File: src/rtl/timer_multi_pkg.sv
// Shared constants and types for the multi-channel APB timer.
package timer_multi_pkg;

    // Per-channel register offsets
    localparam logic [2:0] OFF_TDR  = 3'd0;
    localparam logic [2:0] OFF_TCR  = 3'd1;
    localparam logic [2:0] OFF_TSR  = 3'd2;
    localparam logic [2:0] OFF_TIER = 3'd3;
    localparam logic [2:0] OFF_TCNT = 3'd4;

    // TCR bit positions
    localparam int unsigned TCR_LOAD = 7;
    localparam int unsigned TCR_ARLD = 6;
    localparam int unsigned TCR_DN   = 5;
    localparam int unsigned TCR_EN   = 4;
    localparam int unsigned CKS_MAX_BITS = 4;

    // TSR / TIER bit positions
    localparam int unsigned TSR_OVF = 0;
    localparam int unsigned TSR_UDF = 1;

    // TCR layout, MSB first; cks is masked to PSC_BITS inside the channel
    typedef struct packed {
        logic       load;
        logic       arld;
        logic       dn;
        logic       en;
        logic [3:0] cks;
    } tcr_t;

endpackage

File: src/rtl/timer_channel.sv
// One timer channel: registers, prescaler, up/down counter, sticky flags, irq.
module timer_channel
    import timer_multi_pkg::*;
#(
    parameter int unsigned CNT_WIDTH = 16,
    parameter int unsigned PSC_BITS  = 3
) (
    input  logic                 pclk,
    input  logic                 preset,
    input  logic                 wr_tdr,
    input  logic                 wr_tcr,
    input  logic                 wr_tsr,
    input  logic                 wr_tier,
    input  logic [CNT_WIDTH-1:0] wdata,
    input  logic [2:0]           rd_off,
    output logic [CNT_WIDTH-1:0] rdata_c,
    output logic                 irq_c
);

    localparam int unsigned PSC_W    = 1 << PSC_BITS;
    localparam logic [3:0]  CKS_MASK = 4'((1 << PSC_BITS) - 1);

    logic [CNT_WIDTH-1:0] tdr;
    logic [CNT_WIDTH-1:0] tcnt;
    tcr_t                 tcr;
    logic [7:0]           tcr_raw;
    logic [1:0]           tsr;
    logic [1:0]           tier;
    logic [PSC_W-1:0]     psc;
    logic [PSC_W-1:0]     psc_mask;
    logic                 run;
    logic                 tick;
    logic                 set_ovf;
    logic                 set_udf;
    logic [1:0]           clr;

    assign tcr_raw = tcr;
    assign run     = tcr.en & ~tcr.load;

    // Tick when the low cks+1 prescaler bits are all ones
    always_comb begin
        psc_mask = '0;
        for (int i = 0; i < int'(PSC_W); i++) begin
            psc_mask[i] = (i <= int'(tcr.cks));
        end
    end

    assign tick    = run & ((psc & psc_mask) == psc_mask);
    assign set_ovf = tick & ~tcr.dn & (&tcnt);
    assign set_udf = tick &  tcr.dn & (tcnt == '0);
    assign clr     = wr_tsr ? wdata[1:0] : 2'b00;

    // Configuration registers
    always_ff @(posedge pclk or posedge preset) begin
        if (preset) begin
            tdr  <= '0;
            tcr  <= '0;
            tier <= '0;
        end else begin
            if (wr_tdr) tdr <= wdata;
            if (wr_tcr) begin
                tcr.load <= wdata[TCR_LOAD];
                tcr.arld <= wdata[TCR_ARLD];
                tcr.dn   <= wdata[TCR_DN];
                tcr.en   <= wdata[TCR_EN];
                tcr.cks  <= wdata[CKS_MAX_BITS-1:0] & CKS_MASK;
            end
            if (wr_tier) tier <= wdata[1:0];
        end
    end

    // Free-running prescaler, held at zero while stopped or loading
    always_ff @(posedge pclk or posedge preset) begin
        if (preset)       psc <= '0;
        else if (run)     psc <= psc + PSC_W'(1);
        else              psc <= '0;
    end

    // Counter: load has priority, otherwise step on tick with wrap/reload
    always_ff @(posedge pclk or posedge preset) begin
        if (preset) begin
            tcnt <= '0;
        end else if (tcr.load) begin
            tcnt <= tdr;
        end else if (tick) begin
            if (set_ovf)      tcnt <= tcr.arld ? tdr : '0;
            else if (set_udf) tcnt <= tcr.arld ? tdr : '1;
            else if (tcr.dn)  tcnt <= tcnt - CNT_WIDTH'(1);
            else              tcnt <= tcnt + CNT_WIDTH'(1);
        end
    end

    // Sticky flags; a hardware set beats a simultaneous W1C
    always_ff @(posedge pclk or posedge preset) begin
        if (preset) tsr <= '0;
        else        tsr <= (tsr & ~clr) | {set_udf, set_ovf};
    end

    // Register read view
    always_comb begin
        rdata_c = '0;
        case (rd_off)
            OFF_TDR:  rdata_c = tdr;
            OFF_TCR:  rdata_c = CNT_WIDTH'(tcr_raw);
            OFF_TSR:  rdata_c = CNT_WIDTH'(tsr);
            OFF_TIER: rdata_c = CNT_WIDTH'(tier);
            OFF_TCNT: rdata_c = tcnt;
            default:  rdata_c = '0;
        endcase
    end

    assign irq_c = |(tsr & tier);

endmodule

File: src/rtl/timer_multi_ch.sv
// APB front end: address decode, error response, read mux and channel array.
module timer_multi_ch
    import timer_multi_pkg::*;
#(
    parameter int unsigned CH_NUM    = 4,
    parameter int unsigned CNT_WIDTH = 16,
    parameter int unsigned PSC_BITS  = 3,
    parameter int unsigned CH_BITS   = (CH_NUM > 1) ? $clog2(CH_NUM) : 1
) (
    input  logic                 pclk,
    input  logic                 preset,
    input  logic                 psel,
    input  logic                 penable,
    input  logic                 pwrite,
    input  logic [CH_BITS+2:0]   paddr,
    input  logic [CNT_WIDTH-1:0] pwdata,
    output logic [CNT_WIDTH-1:0] prdata,
    output logic                 pready,
    output logic                 pslverr,
    output logic [CH_NUM-1:0]    tmr_irq
);

    logic [CH_BITS-1:0]   ch;
    logic [2:0]           off;
    logic                 access;
    logic                 ch_valid;
    logic                 addr_ok;
    logic                 wr_ok;
    logic [CNT_WIDTH-1:0] ch_rdata [CH_NUM];

    assign ch     = paddr[CH_BITS+2:3];
    assign off    = paddr[2:0];
    assign access = psel & penable;
    assign pready = 1'b1;

    // Channel index check by enumeration so any CH_NUM works
    always_comb begin
        ch_valid = 1'b0;
        for (int i = 0; i < int'(CH_NUM); i++) begin
            if (ch == CH_BITS'(i)) ch_valid = 1'b1;
        end
    end

    assign addr_ok = ch_valid & (off <= OFF_TCNT);
    assign wr_ok   = access & pwrite & addr_ok & ~preset;
    assign pslverr = access & ~addr_ok & ~preset;

    // Read mux, zero outside a valid read access phase
    always_comb begin
        prdata = '0;
        if (access & ~pwrite & addr_ok & ~preset) begin
            for (int i = 0; i < int'(CH_NUM); i++) begin
                if (ch == CH_BITS'(i)) prdata = ch_rdata[i];
            end
        end
    end

    for (genvar g = 0; g < CH_NUM; g++) begin : g_ch
        logic sel;
        assign sel = wr_ok & (ch == CH_BITS'(g));

        timer_channel #(
            .CNT_WIDTH (CNT_WIDTH),
            .PSC_BITS  (PSC_BITS)
        ) u_ch (
            .pclk    (pclk),
            .preset  (preset),
            .wr_tdr  (sel & (off == OFF_TDR)),
            .wr_tcr  (sel & (off == OFF_TCR)),
            .wr_tsr  (sel & (off == OFF_TSR)),
            .wr_tier (sel & (off == OFF_TIER)),
            .wdata   (pwdata),
            .rd_off  (off),
            .rdata_c (ch_rdata[g]),
            .irq_c   (tmr_irq[g])
        );
    end

endmodule

File: config.mk
export PLATFORM = sky130hd
export DESIGN_NAME = timer_multi_ch
export DESIGN_NICKNAME = d
export VERILOG_FILES = /design/src/rtl/timer_multi_pkg.sv /design/src/rtl/timer_channel.sv /design/src/rtl/timer_multi_ch.sv
export SDC_FILE = /design/constraint.sdc
export NUM_CORES = 1
export LEC_CHECK = 0
export CAP_MARGIN = 20
export CELL_PAD_IN_SITES_DETAIL_PLACEMENT = 0
export CELL_PAD_IN_SITES_GLOBAL_PLACEMENT = 1
export CORE_ASPECT_RATIO = 0.8
export CORE_MARGIN = 2
export CORE_UTILIZATION = 35
export CTS_BUF_LIST = sky130_fd_sc_hd__clkbuf_16
export CTS_CLUSTER_SIZE = 14
export DETAILED_ROUTE_END_ITERATION = 10
export PLACE_DENSITY_LB_ADDON = 0.12
export SETUP_SLACK_MARGIN = 0.1
export SYNTH_ARGS = -nofsm -noshare
export SYNTH_HDL_FRONTEND = slang
export SYNTH_SLANG_ARGS = --single-unit
File: constraint.sdc
create_clock -name pclk -period 12.8 [get_ports pclk]
set_input_delay 1.28 -clock pclk [delete_from_list [all_inputs] [get_ports pclk]]
set_output_delay 1.28 -clock pclk [all_outputs]
set_load 0.02 [all_outputs]
=== Word-level counts from Yosys, hierarchy flattened ===
Cells that the tools add are included.

* Output and inout port bits: 22
* Logic and storage cells: 244
* Register bits: 204
* Bits of input ports: 26

* Equal/unequal tests: 11
* Add/sub/neg operators: 12
* $lt $le $gt $ge: 29
* Bitwise logic cells: 85
* Reduce and logical (&&, ||, !) cells: 18
* Mux-type cells: 49

{| class="wikitable"
|+ Operator list
! operator !! count
|-
| two-way mux 16 bit || 33
|-
| case mux 16 bit (5 select lines) || 4
|-
| adder 16 x 1 -> 16 bit (second input constant) || 4
|-
| zero test 16 bit || 4
|-
| AND reduction 16 bit || 4
|-
| subtractor 16 x 1 -> 16 bit (second input constant) || 4
|-
| bitwise AND 1 bit || 54
|-
| <= comparator 3 bit (first input constant) || 16
|-
| adder 8 x 1 -> 8 bit (second input constant) || 4
|-
| bitwise AND 8 bit || 4
|-
| equality test 8 bit || 4
|-
| two-way mux 8 bit || 4
|-
| <= comparator 2 x 3 -> 1 bit (first input constant) || 8
|-
| bitwise AND 2 bit || 8
|-
| <= comparator 1 x 3 -> 1 bit (first input constant) || 4
|-
| NOT 1 bit || 11
|-
| two-way mux 2 bit || 4
|-
| NOT 2 bit || 4
|-
| bitwise OR 2 bit || 4
|-
| nonzero test 2 bit || 4
|-
| OR reduction 2 bit || 4
|-
| equality test 3 x 2 -> 1 bit (second input constant) || 2
|-
| equality test 2 bit (second input constant) || 2
|-
| two-way mux 1 bit || 4
|-
| other kinds (6) || 6
|}

=== Longest topological paths before layout ===
Gate-level depths: netlist (run 1).

* Word-level depth: 14
* Mapped depth: 11
* Depth with buffers taken out: 10

=== By module ===
From an unflattened synthesis (run 1), not the netlist that was laid out.

* Cells, all modules: 1630
* Area total of the unflattened synthesis: 14772.9 µm²

{| class="wikitable"
|+ By module, submodules not included
! module !! times used !! cells an instance !! sequential area each (µm²) !! area each (µm²)
|-
| timer_channel (g_ch[0].u_ch ...) || 3 || 384 || 1276.2 || 3462.1
|-
| timer_channel (g_ch[3].u_ch) || 1 || 407 || 1276.2 || 3659.8
|-
| timer_multi_ch || 1 || 71 || 0.0 || 726.9
|}

=== Worst setup path after synthesis (run 1) ===
No wires, ideal clock.

* Path kind: input to output
* Start point: in preset
* End point: out prdata[6]
* Buffers on the path: 0
* Stages on the path: 5
* Arrival: 7287 ps
* Slack: 4233 ps
* Cell sequence: inv_1 > nand4_1 > nor2_1 > o21ai_0 > nor4_1

* Cells in the longest elaborated chain, start to end: 3

{| class="wikitable"
|+ Ends and longest elaborated chain
! what !! line !! RTL
|-
| start: declaration || timer_multi_ch.sv:11 || <nowiki>input logic preset,</nowiki>
|-
| NOT 1 bit || timer_multi_ch.sv:51 || <nowiki>if (access & ~pwrite & addr_ok & ~preset) begin</nowiki>
|-
| bitwise AND 1 bit || timer_multi_ch.sv:51 ||
|-
| two-way mux 16 bit || timer_multi_ch.sv:51 ||
|-
| end: declaration || timer_multi_ch.sv:17 || <nowiki>output logic [CNT_WIDTH-1:0] prdata,</nowiki>
|}

Every way passes these cells.

=== Final worst setup path (run 1) ===
* Start point: in paddr[1]
* End point: out prdata[6]

* Cells in the longest elaborated chain, start to end: 7
* Elaborated cells between the ends (all ways): 18
* Classes of those cells: 1 x order compare; 4 x eq/ne; 9 x mux; 3 x bitwise; 1 x reduce/logical

{| class="wikitable"
|+ Ends and longest elaborated chain
! what !! line !! RTL
|-
| start: declaration || timer_multi_ch.sv:15 || <nowiki>input logic [CH_BITS+2:0] paddr,</nowiki>
|-
| equality test 3 bit (tied with other cells) || timer_channel.sv:102 || <nowiki>case (rd_off)</nowiki>
|-
| case mux 16 bit (5 select lines) || timer_channel.sv:102 ||
|-
| two-way mux 16 bit (4 in a row) || timer_multi_ch.sv:53 || <nowiki>if (ch == CH_BITS'(i)) prdata = ch_rdata[i];</nowiki>
|-
| two-way mux 16 bit * || timer_multi_ch.sv:51 ||
|}

Mark *: on every way between the ends. The rest lies on a longest branch, timed or not.

==> metrics, run 1 <==
status finished, final reports clean; final hold violation count 0; Synth Area per Inst a little over 9 um2; Critical Path, Cell by Cell clkdlybuf4s50_1 > or2_1 > nand2_1 > nand4_1 > nor2_1 > o21ai_0 > nor4_1 > clkdlybuf4s50_1; hold path cells 1; Worst EP arrival around 5.4 ns; share of layout cells above drive strength 1 0.122; cell area after synthesis approximately 0.014 mm2; hold_sp g_ch[3].u_ch.psc[0]; Leak 6.78 nW; nets@finish 1628; Yosys cell types 84; Tmin final 6.69 ns; max_cap viols 0; Final HPWL DP between 30 and 40 mm; HP Class reg -> reg; Via Count approximately 12k; CP Buf/Inv Count 2; RD Place Congestion 0.930; Reg clk slew, reported paths 0.06 ns; # setup viols final 0; max frequency about 150 MHz; Die Height roughly 180 um; antenna fix cells 0; Yosys reg bits just over 200; Yosys top cell by area dfrtp_1; period utilization 0.523; Critical Path End Type output port; TritonRoute pass-1 iters 6; First DRT Iteration DRCs 979; r2r worst-path depth 10; initial antenna violation count 0; skew final ~0.023 ns; WS Path Type in -> out; RSZ-0062 raised after global routing no; Core ar. just under 0.04 mm2; slew at the pin closest to its max-slew limit approximately 1.1 ns; CTS root buf clkbuf_16; # rows 65; Routed WL per cell 23.7 um; crit-path max cell delay 0.89 ns; IO Pins 48; Synth Instances between 1.5k and 2k; clock buffer depth 3; CP required 11.52 ns; Async SR Flop Fraction 1.00; Cell Pwr Density about 140 mW/mm2; slowest CP cell clkdlybuf4s50_1; critical path's most frequent cell clkdlybuf4s50_1; global-route wire length before repair ~76 mm; CTS H-tree lvls 1; setup TNS 0 ns; largest net degree at the start of global routing 90; die span in x 229 um; Post-synth top flop dfrtp_1; syn_nets around 1.6k; die area around 0.042 mm2; top post-synthesis cells by area dfrtp_1 (36%), mux2_2 (7.2%), ha_1 (5.3%); number of synthesized flops with an enable pin 0; Setup crit start kind input port; Initial Util 0.357; post-synthesis sequential area ratio 0.360; port bufs 46; RR Startpoint g_ch[1].u_ch.tcr[5]; VDD IR max 0.0739 mV; area grow syn2layout 11.1%; top cell type's share of synthesized area 0.360; CTS Buf Count 24; vias in the first global route ~12k; residual overflow from global routing 0; Via density 5.86; cts hold-fix bufs 0; Hold WS 0.532 ns; critical-path maximum fanout 23; Slew Viols, Final 0; TritonCTS clock tree yes; post_cts resized 0; final wirelength between 40 and 50 mm; post-CTS setup buffers 0; GRT Overall Usage 0.237; Remaining DRCs 0; delay-heaviest family, CP simple AND/OR/NAND/NOR gates; Synth Warn # 0; worst-skew pair later-pin latency about 0.55 ns; crit path from paddr[1]; Clock Sinks 204; Critical Path Stages 8; antenna-violating nets left 0; Relative slew margins 0.251
[registers in the layout, summed over array words and instances (netlist names)]
signal,cells
g_ch.u_ch.psc,32
g_ch.u_ch.tsr,8
g_ch.u_ch.tcnt,64
g_ch.u_ch.tdr,64
g_ch.u_ch.tier,8
g_ch.u_ch.tcr,28
[cell families after synthesis]
family	count (synthesis)	share of synthesized area
XOR/XNOR	64	0.0395
buffers and inverters	110	0.0330
AND/OR/NAND/NOR	492	0.175
other	1	0.000264
AO/OA/AOI/OAI	443	0.205
multiplexers	147	0.129
flip-flops	204	0.360
adder cells (fa/ha/maj)	64	0.0586
[cell type report]
cell class	instances	area, um2
Inverter	43	169
Sequential cell	204	5100
Timing Repair Buffer	54	518
Fill cell	4035	23900
Multi-Input combinational cell	1211	8610
Clock inverter	13	57.6
Clock buffer	25	626
Tap cell	536	671
[cells in the mapped netlist (all sizes together), types with 23 or more instances]
master / n
dfrtp: 204
clkbuf: 39
xnor2: 32
mux2i: 37
nor3: 39
a21oi: 104
nand3: 38
ha: 60
nand2: 126
a31oi: 23
o21ai: 120
mux2: 91
buf: 28
nand4: 28
nor2: 133
inv: 43
xor2: 32
[path summary, 6_finish.rpt]
kind / end / slack, ns
setup / recovery: prdata[6] / 6.11
hold / removal: g_ch[3].u_ch.psc[0] / 0.53
setup reg to reg: g_ch[1].u_ch.tcnt[14] / 9.23
hold reg to reg: g_ch[3].u_ch.psc[0] / 0.53
max in group asynchronous: g_ch[0].u_ch.tier[0] / 10.20
min in group asynchronous: g_ch[1].u_ch.tcnt[10] / 1.26
[cell usage in the layout, fill, tap and decap left out, drive strengths merged, types with 22 or more instances in the layout]
| cell type | instances |
|---|---|
| dfrtp | 204 |
| nor2 | 133 |
| nand2 | 126 |
| o21ai | 120 |
| a21oi | 104 |
| mux2 | 91 |
| ha | 60 |
| inv | 49 |
| clkdlybuf4s50 | 45 |
| nor3 | 39 |
| nand3 | 38 |
| mux2i | 37 |
| xnor2 | 32 |
| xor2 | 32 |
| nand4 | 28 |
| clkbuf | 25 |
| a31oi | 23 |
| nand2b | 22 |
| and3 | 22 |
[power by group]
part | internal (mW) | switching [mW] | total, mW
logic | 0.371 | 0.487 | 0.858
clock network | 0.348 | 0.283 | 0.630
registers | 0.693 | 0.102 | 0.795
total | 1.41 | 0.871 | 2.28
[through the flow]
stage                util  setup slack [ns]  instance area [um2]  std cells  total power, mW
floorplan               -              4.23                14200       1525             1.42
global placement    0.380              6.28                15100       2047             1.66
detailed placement  0.380              6.22                15100       2047             1.66
CTS                 0.397              6.19                15700       2085             2.30
global route        0.397              5.95                15800       2086             2.44
finish              0.397              6.11                15800       2086             2.28
[per-layer routing]
| layer | wire (um) | global-route usage | up-vias | share of wire |
|---|---|---|---|---|
| li1 | - | - | 5759 | - |
| met1 | 24800 | 0.363 | 6078 | 0.50 |
| met2 | 20900 | 0.347 | 342 | 0.42 |
| met3 | 2800 | 0.0400 | 49 | 0.056 |
| met4 | 1040 | 0.0501 | 0 | 0.021 |
| met5 | 0 | 0 | - | 0 |
No activity file was read; power rests on OpenSTA's default activity.
==> run 2: changes to the inputs <==
==> constraint.sdc (replaced) <==
create_clock -name pclk -period 5.9 [get_ports pclk]
set_input_delay 0.59 -clock pclk [delete_from_list [all_inputs] [get_ports pclk]]
set_output_delay 0.59 -clock pclk [all_outputs]
set_load 0.02 [all_outputs]
==> metrics, run 2 (same netlist as run 1, synthesis figures left out) <==
Critical Path, Cell by Cell clkdlybuf4s50_1 > or2_1 > nand2_1 > nand4_1 > nor2_1 > o21ai_0 > nor4_1 > clkdlybuf4s50_1; die area 0.0422 mm2 (unchanged); First DRT Iteration DRCs 1067 (+9.0%); CTS Buf Count 24 (unchanged); RR Startpoint g_ch[2].u_ch.tcr[5]; RSZ-0062 raised after global routing no; VDD IR max 0.198 mV (+170%); Logic pwr share 0.368 (-0.008); CP Buf/Inv Count 2 (unchanged); TritonCTS clock tree yes; post-CTS setup buffers 0 (unchanged); Setup crit start kind input port; Tmin final about 4.8 ns; Psw 1.88 mW (+120%); non-filler cells, final 2093 (+0.34%); Critical Path Stages 8 (unchanged); Slew Viols, Final 0 (unchanged); Leak 6.83 nW (+0.66%); skew final 0.0173 ns (-0.00593 ns); GRT Overall Usage 0.231 (-0.00564); Reg clk slew, reported paths 0.06 ns (about the same); final wirelength 48.3 mm (-2.4%); status finished, final reports clean; Relative slew margins 0.321 (+0.0701); sequential share of power 0.340 (-0.008); critical path's most frequent cell clkdlybuf4s50_1; IO Pins 48 (unchanged); Cell Pwr Density 318 mW/mm2 (+120%); placed insts 2050 (+0.15%); max_cap viols 0 (unchanged); reg-to-reg endpoint g_ch[2].u_ch.tcnt[12]; Worst Setup EP prdata[6]; Worst EP arrival 4.23 ns (-1.18 ns); crit-path max cell delay 0.72 ns (-0.17 ns); FF-to-FF setup slack 2.32 ns (-6.91 ns); share of layout cells above drive strength 1 0.125 (+0.00266); post_cts resized 0 (unchanged); slowest CP cell clkdlybuf4s50_1; antenna fix cells 0 (unchanged); nets@finish 1630 (+0.12%); delay-heaviest family, CP simple AND/OR/NAND/NOR gates; Final HPWL DP 36.3 mm (-2.1%); final hold violation count 0 (unchanged); Core ar. 0.0397 mm2 (unchanged); Routed WL per cell 23.1 um (-2.7%); CTS H-tree lvls 1 (unchanged); r2r worst-path depth 9 (-1); clock buffer depth 3 (unchanged); WS Path Type in -> out; crit path from paddr[0]; die span in x 229 um (unchanged); critical-path maximum fanout 23 (unchanged); largest net degree at the start of global routing 151 (+68%); Remaining DRCs 0 (unchanged); CTS root buf clkbuf_16; Die Height 184 um (unchanged); vias in the first global route 11.7k (+0.19%); RD Place Congestion 0.921 (-0.91%); antenna-violating nets left 0 (unchanged); residual overflow from global routing 0 (unchanged); commonest non-fill, non-tap cell in the layout dfrtp_1; switching share of power 0.373 (-0.00879); slew at the pin closest to its max-slew limit 1.01 ns (-0.106 ns); area grow syn2layout 11.8%; Critical Path End Type output port; commonest non-fill, non-tap cells in the layout dfrtp_1 (204), nor2_1 (130), nand2_1 (126); port bufs 46 (unchanged); global-route wire length before repair 74.6 mm (-2.3%); clock share of power 0.292 (+0.016); Via Count 12.2k (-0.082%); Clock Sinks 204 (unchanged); max frequency just over 200 MHz; Largest regs g_ch.u_ch.tcnt x64, g_ch.u_ch.tdr x64, g_ch.u_ch.psc x32; setup TNS 0 ns (unchanged); cts hold-fix bufs 0 (unchanged); period utilization 0.816; internal power 3.16 mW (+120%); Initial Util 0.357 (unchanged); TritonRoute pass-1 iters 5 (-1); Via density 5.84 (-0.42%); initial antenna violation count 1 (+1); worst-skew pair later-pin latency 0.54 ns (about the same); CP required 5.31 ns (-6.21 ns); HP Class reg -> reg; # setup viols final 0 (unchanged); # rows 65 (unchanged)
-- run 2: how the worst min path moves through the flow --
stage | from | cells after the start | end
finish | g_ch[0].u_ch.psc[0] | 1 | g_ch[0].u_ch.psc[0]
global route | g_ch[0].u_ch.psc[0] | 1 | g_ch[0].u_ch.psc[0]
CTS | g_ch[0].u_ch.psc[0] | 1 | g_ch[0].u_ch.psc[0]
detailed placement | g_ch[0].u_ch.psc[0] | 1 | g_ch[0].u_ch.psc[0]
global placement | g_ch[0].u_ch.psc[0] | 1 | g_ch[0].u_ch.psc[0]
floorplan | g_ch[0].u_ch.psc[0] | 1 | g_ch[0].u_ch.psc[0]
-- run 2: per-layer routing --
layer,wire length (um),global-route usage,share of wire,up-vias
met1,24200,0.347,0.50,6113
met5,10,0,0.00021,-
li1,-,-,-,5768
met2,20100,0.338,0.42,278
met4,1280,0.0608,0.027,2
met3,2670,0.0425,0.055,57
-- run 2: final cells by class --
class	instances	area [um2]
sequential	204	5100
fill	4075	23800
timing repair buffer	56	546
tap	536	671
multi-input combinational	1211	8610
clock inverter	18	135
inverter	43	165
clock buffer	25	626
-- run 2: worst reg2reg max path, delay by kind of cell (launching register included) --
family	cells	cell delay, ns
mux	1	0.27
fa+ha+maj	1	0.40
simple gates	1	0.15
flops	1	0.87
compound gates	6	1.78
-- run 2: power by group through the flow --
stage / Combinational, mW / Sequential (mW) / Clock, mW
2_1_floorplan: 1.44 / 1.63 / 0
3_3_place_gp: 1.85 / 1.73 / 0
3_5_place_dp: 1.85 / 1.73 / 0
4_1_cts: 1.86 / 1.71 / 1.51
5_1_grt: 2.09 / 1.73 / 1.57
6_report: 1.85 / 1.72 / 1.47
-- run 2: through the flow --
stage                     setup slack (ns)  hold slack [ns]   util  instance area, um2  power (mW)
after floorplan                      0.867            0.468      -               14200        3.07
after global routing                 0.912            0.558  0.399               15900        5.39
after CTS                             1.16            0.521  0.399               15900        5.08
after global placement                1.21            0.505  0.380               15100        3.58
after detailed placement              1.18            0.513  0.380               15100        3.58
final                                 1.08            0.512  0.399               15900        5.04
==> run 3: changes to the inputs <==
==> constraint.sdc (replaced) <==
create_clock -name pclk -period 4.7 [get_ports pclk]
set_input_delay 0.47 -clock pclk [delete_from_list [all_inputs] [get_ports pclk]]
set_output_delay 0.47 -clock pclk [all_outputs]
set_load 0.02 [all_outputs]
==> metrics, run 3 (same netlist as run 1, synthesis figures left out) <==
Place WS 0.784 ns (-0.398 ns); global-route wire length before repair 76.1 mm (+2.1%); TritonRoute pass-1 iters 6 (+1); RSZ-0062 raised after global routing no; slew at the pin closest to its max-slew limit 0.929 ns (-0.0860 ns); Leak 6.86 nW (+0.51%); RD Place Congestion 0.963 (+4.5%); TritonCTS clock tree yes; Routed WL per cell 23.6 um (+2.4%); post_cts resized 0 (unchanged); critical path's most frequent cell o221ai_1; final hold violation count 0 (unchanged); Die Height 184 um (unchanged); Critical Path End Type output port; die span in x 229 um (unchanged); GRT Overall Usage 0.236 (+0.00501); First DRT Iteration DRCs 1067 (unchanged); antenna fix cells 0 (unchanged); Relative slew margins 0.379 (+0.0575); die area 0.0422 mm2 (unchanged); HP Class reg -> reg; max frequency 247 MHz; final instance area 0.0160 mm2 (+0.70%); Remaining DRCs 0 (unchanged); Fill cells 4030 (-1.1%); clock buffer depth 3 (unchanged); CP Buf/Inv Count 2 (unchanged); VDD IR max 0.209 mV (+5.7%); max_cap viols 0 (unchanged); antenna-violating nets left 0 (unchanged); Core ar. 0.0397 mm2 (unchanged); Cell Pwr Density 404 mW/mm2 (+27%); vias in the first global route 11.7k (-0.094%); CTS root buf clkbuf_16; worst-skew pair later-pin latency 0.55 ns (about the same); Via Count 12.3k (+0.41%); placed cell area 0.0151 mm2 (+0.23%); commonest non-fill, non-tap cells in the layout dfrtp_1 (204), nor2_1 (130), nand2_1 (125); Initial Util 0.357 (unchanged); final wirelength 49.7 mm (+2.9%); critical-path maximum fanout 19 (-17%); Setup crit start kind register; CP required 4.23 ns (-1.08 ns); Reg clk slew, reported paths 0.06 ns (about the same); Worst EP arrival 3.58 ns (-0.65 ns); residual overflow from global routing 0 (unchanged); cts hold-fix bufs 0 (unchanged); area grow syn2layout 12.6%; commonest non-fill, non-tap cell in the layout dfrtp_1; crit-path max cell delay 0.86 ns (+0.14 ns); initial antenna violation count 0 (-1); slowest CP cell dfrtp_1; Critical Path, Cell by Cell inv_1 > o221ai_1 > o221ai_1 > nor4_1 > clkdlybuf4s50_1; largest net degree at the start of global routing 80 (-47%); share of layout cells above drive strength 1 0.132 (+0.00695); final worst slack 0.649 ns (-0.433 ns); nets@finish 1638 (+0.49%); WS Path Type reg -> out; IO Pins 48 (unchanged); skew final 0.00610 ns (-0.0112 ns); Via density 5.84 (about the same); Slew Viols, Final 0 (unchanged); # rows 65 (unchanged); Largest regs g_ch.u_ch.tcnt x64, g_ch.u_ch.tdr x64, g_ch.u_ch.psc x32; setup TNS 0 ns (unchanged); # setup viols final 0 (unchanged); status finished, final reports clean; CTS H-tree lvls 1 (unchanged); period utilization 0.862; Final HPWL DP 37.4 mm (+3.0%); Tmin final about 4.1 ns; Clock Sinks 204 (unchanged); FF-to-FF setup slack 1.26 ns (-1.06 ns); register area 0.00510 mm2 (unchanged); port bufs 46 (unchanged); delay-heaviest family, CP buffers and inverters; area of the multi-input gates 0.00861 mm2 (about the same); post-CTS setup buffers 0 (unchanged); CTS Buf Count 25 (+4.2%)
==> run 3: changes by cell type in the layout (fill, tap and decap cells not counted) <==
cell / delta
buf_12: -1
buf_16: +1
buf_4: +7
bufinv_16: +1
clkinv_1: +2
clkinv_2: -1
clkinv_4: +1
clkinvlp_4: +3
inv_1: -4
nand2_1: -1
nand2_2: +1
==> run 3: metal layers <==
metal / track usage / wire, um
met5: 0 / 0
met3: 0.0523 / 3200
met2: 0.336 / 20200
met1: 0.356 / 24800
met4: 0.0652 / 1470
==> run 3: final timing paths <==
| kind | startpoint | cells past startpoint | endpoint |
|---|---|---|---|
| max in group asynchronous | preset | 4 | g_ch[2].u_ch.tcnt[9] |
| min reg2reg | g_ch[3].u_ch.psc[0] | 1 | g_ch[3].u_ch.psc[0] |
| min | g_ch[3].u_ch.psc[0] | 1 | g_ch[3].u_ch.psc[0] |
| max | g_ch[0].u_ch.tcr[5] | 5 | prdata[5] |
| min in group asynchronous | preset | 3 | g_ch[0].u_ch.tdr[0] |
| max reg2reg | g_ch[1].u_ch.tcr[5] | 10 | g_ch[1].u_ch.tcnt[14] |
==> run 3: cell type report <==
type / count / area share
repair buffers: 63 / 0.0379
multi-input cells: 1211 / 0.539
clock inverters: 20 / 0.0115
inverters: 43 / 0.0103
clock buffers: 25 / 0.0392
well taps: 536 / 0.0420
flip-flops and latches: 204 / 0.320
==> run 3: power breakdown <==
| group | internal, mW | switching, mW |
|---|---|---|
| Combinational | 1.02 | 1.31 |
| Clock | 1.13 | 0.822 |
| Sequential | 1.89 | 0.272 |
| Total | 4.04 | 2.41 |
==> run 3: through the flow <==
step            util  total power [mW]  cells  hold WS [ns]
3_3_place_gp   0.381              4.50   2056         0.513
4_1_cts        0.402              6.48   2101         0.517
5_1_grt        0.402              6.86   2102         0.542
2_1_floorplan      -              3.86   1525         0.468
3_5_place_dp   0.381              4.50   2056         0.509
6_report       0.402              6.45   2102         0.512
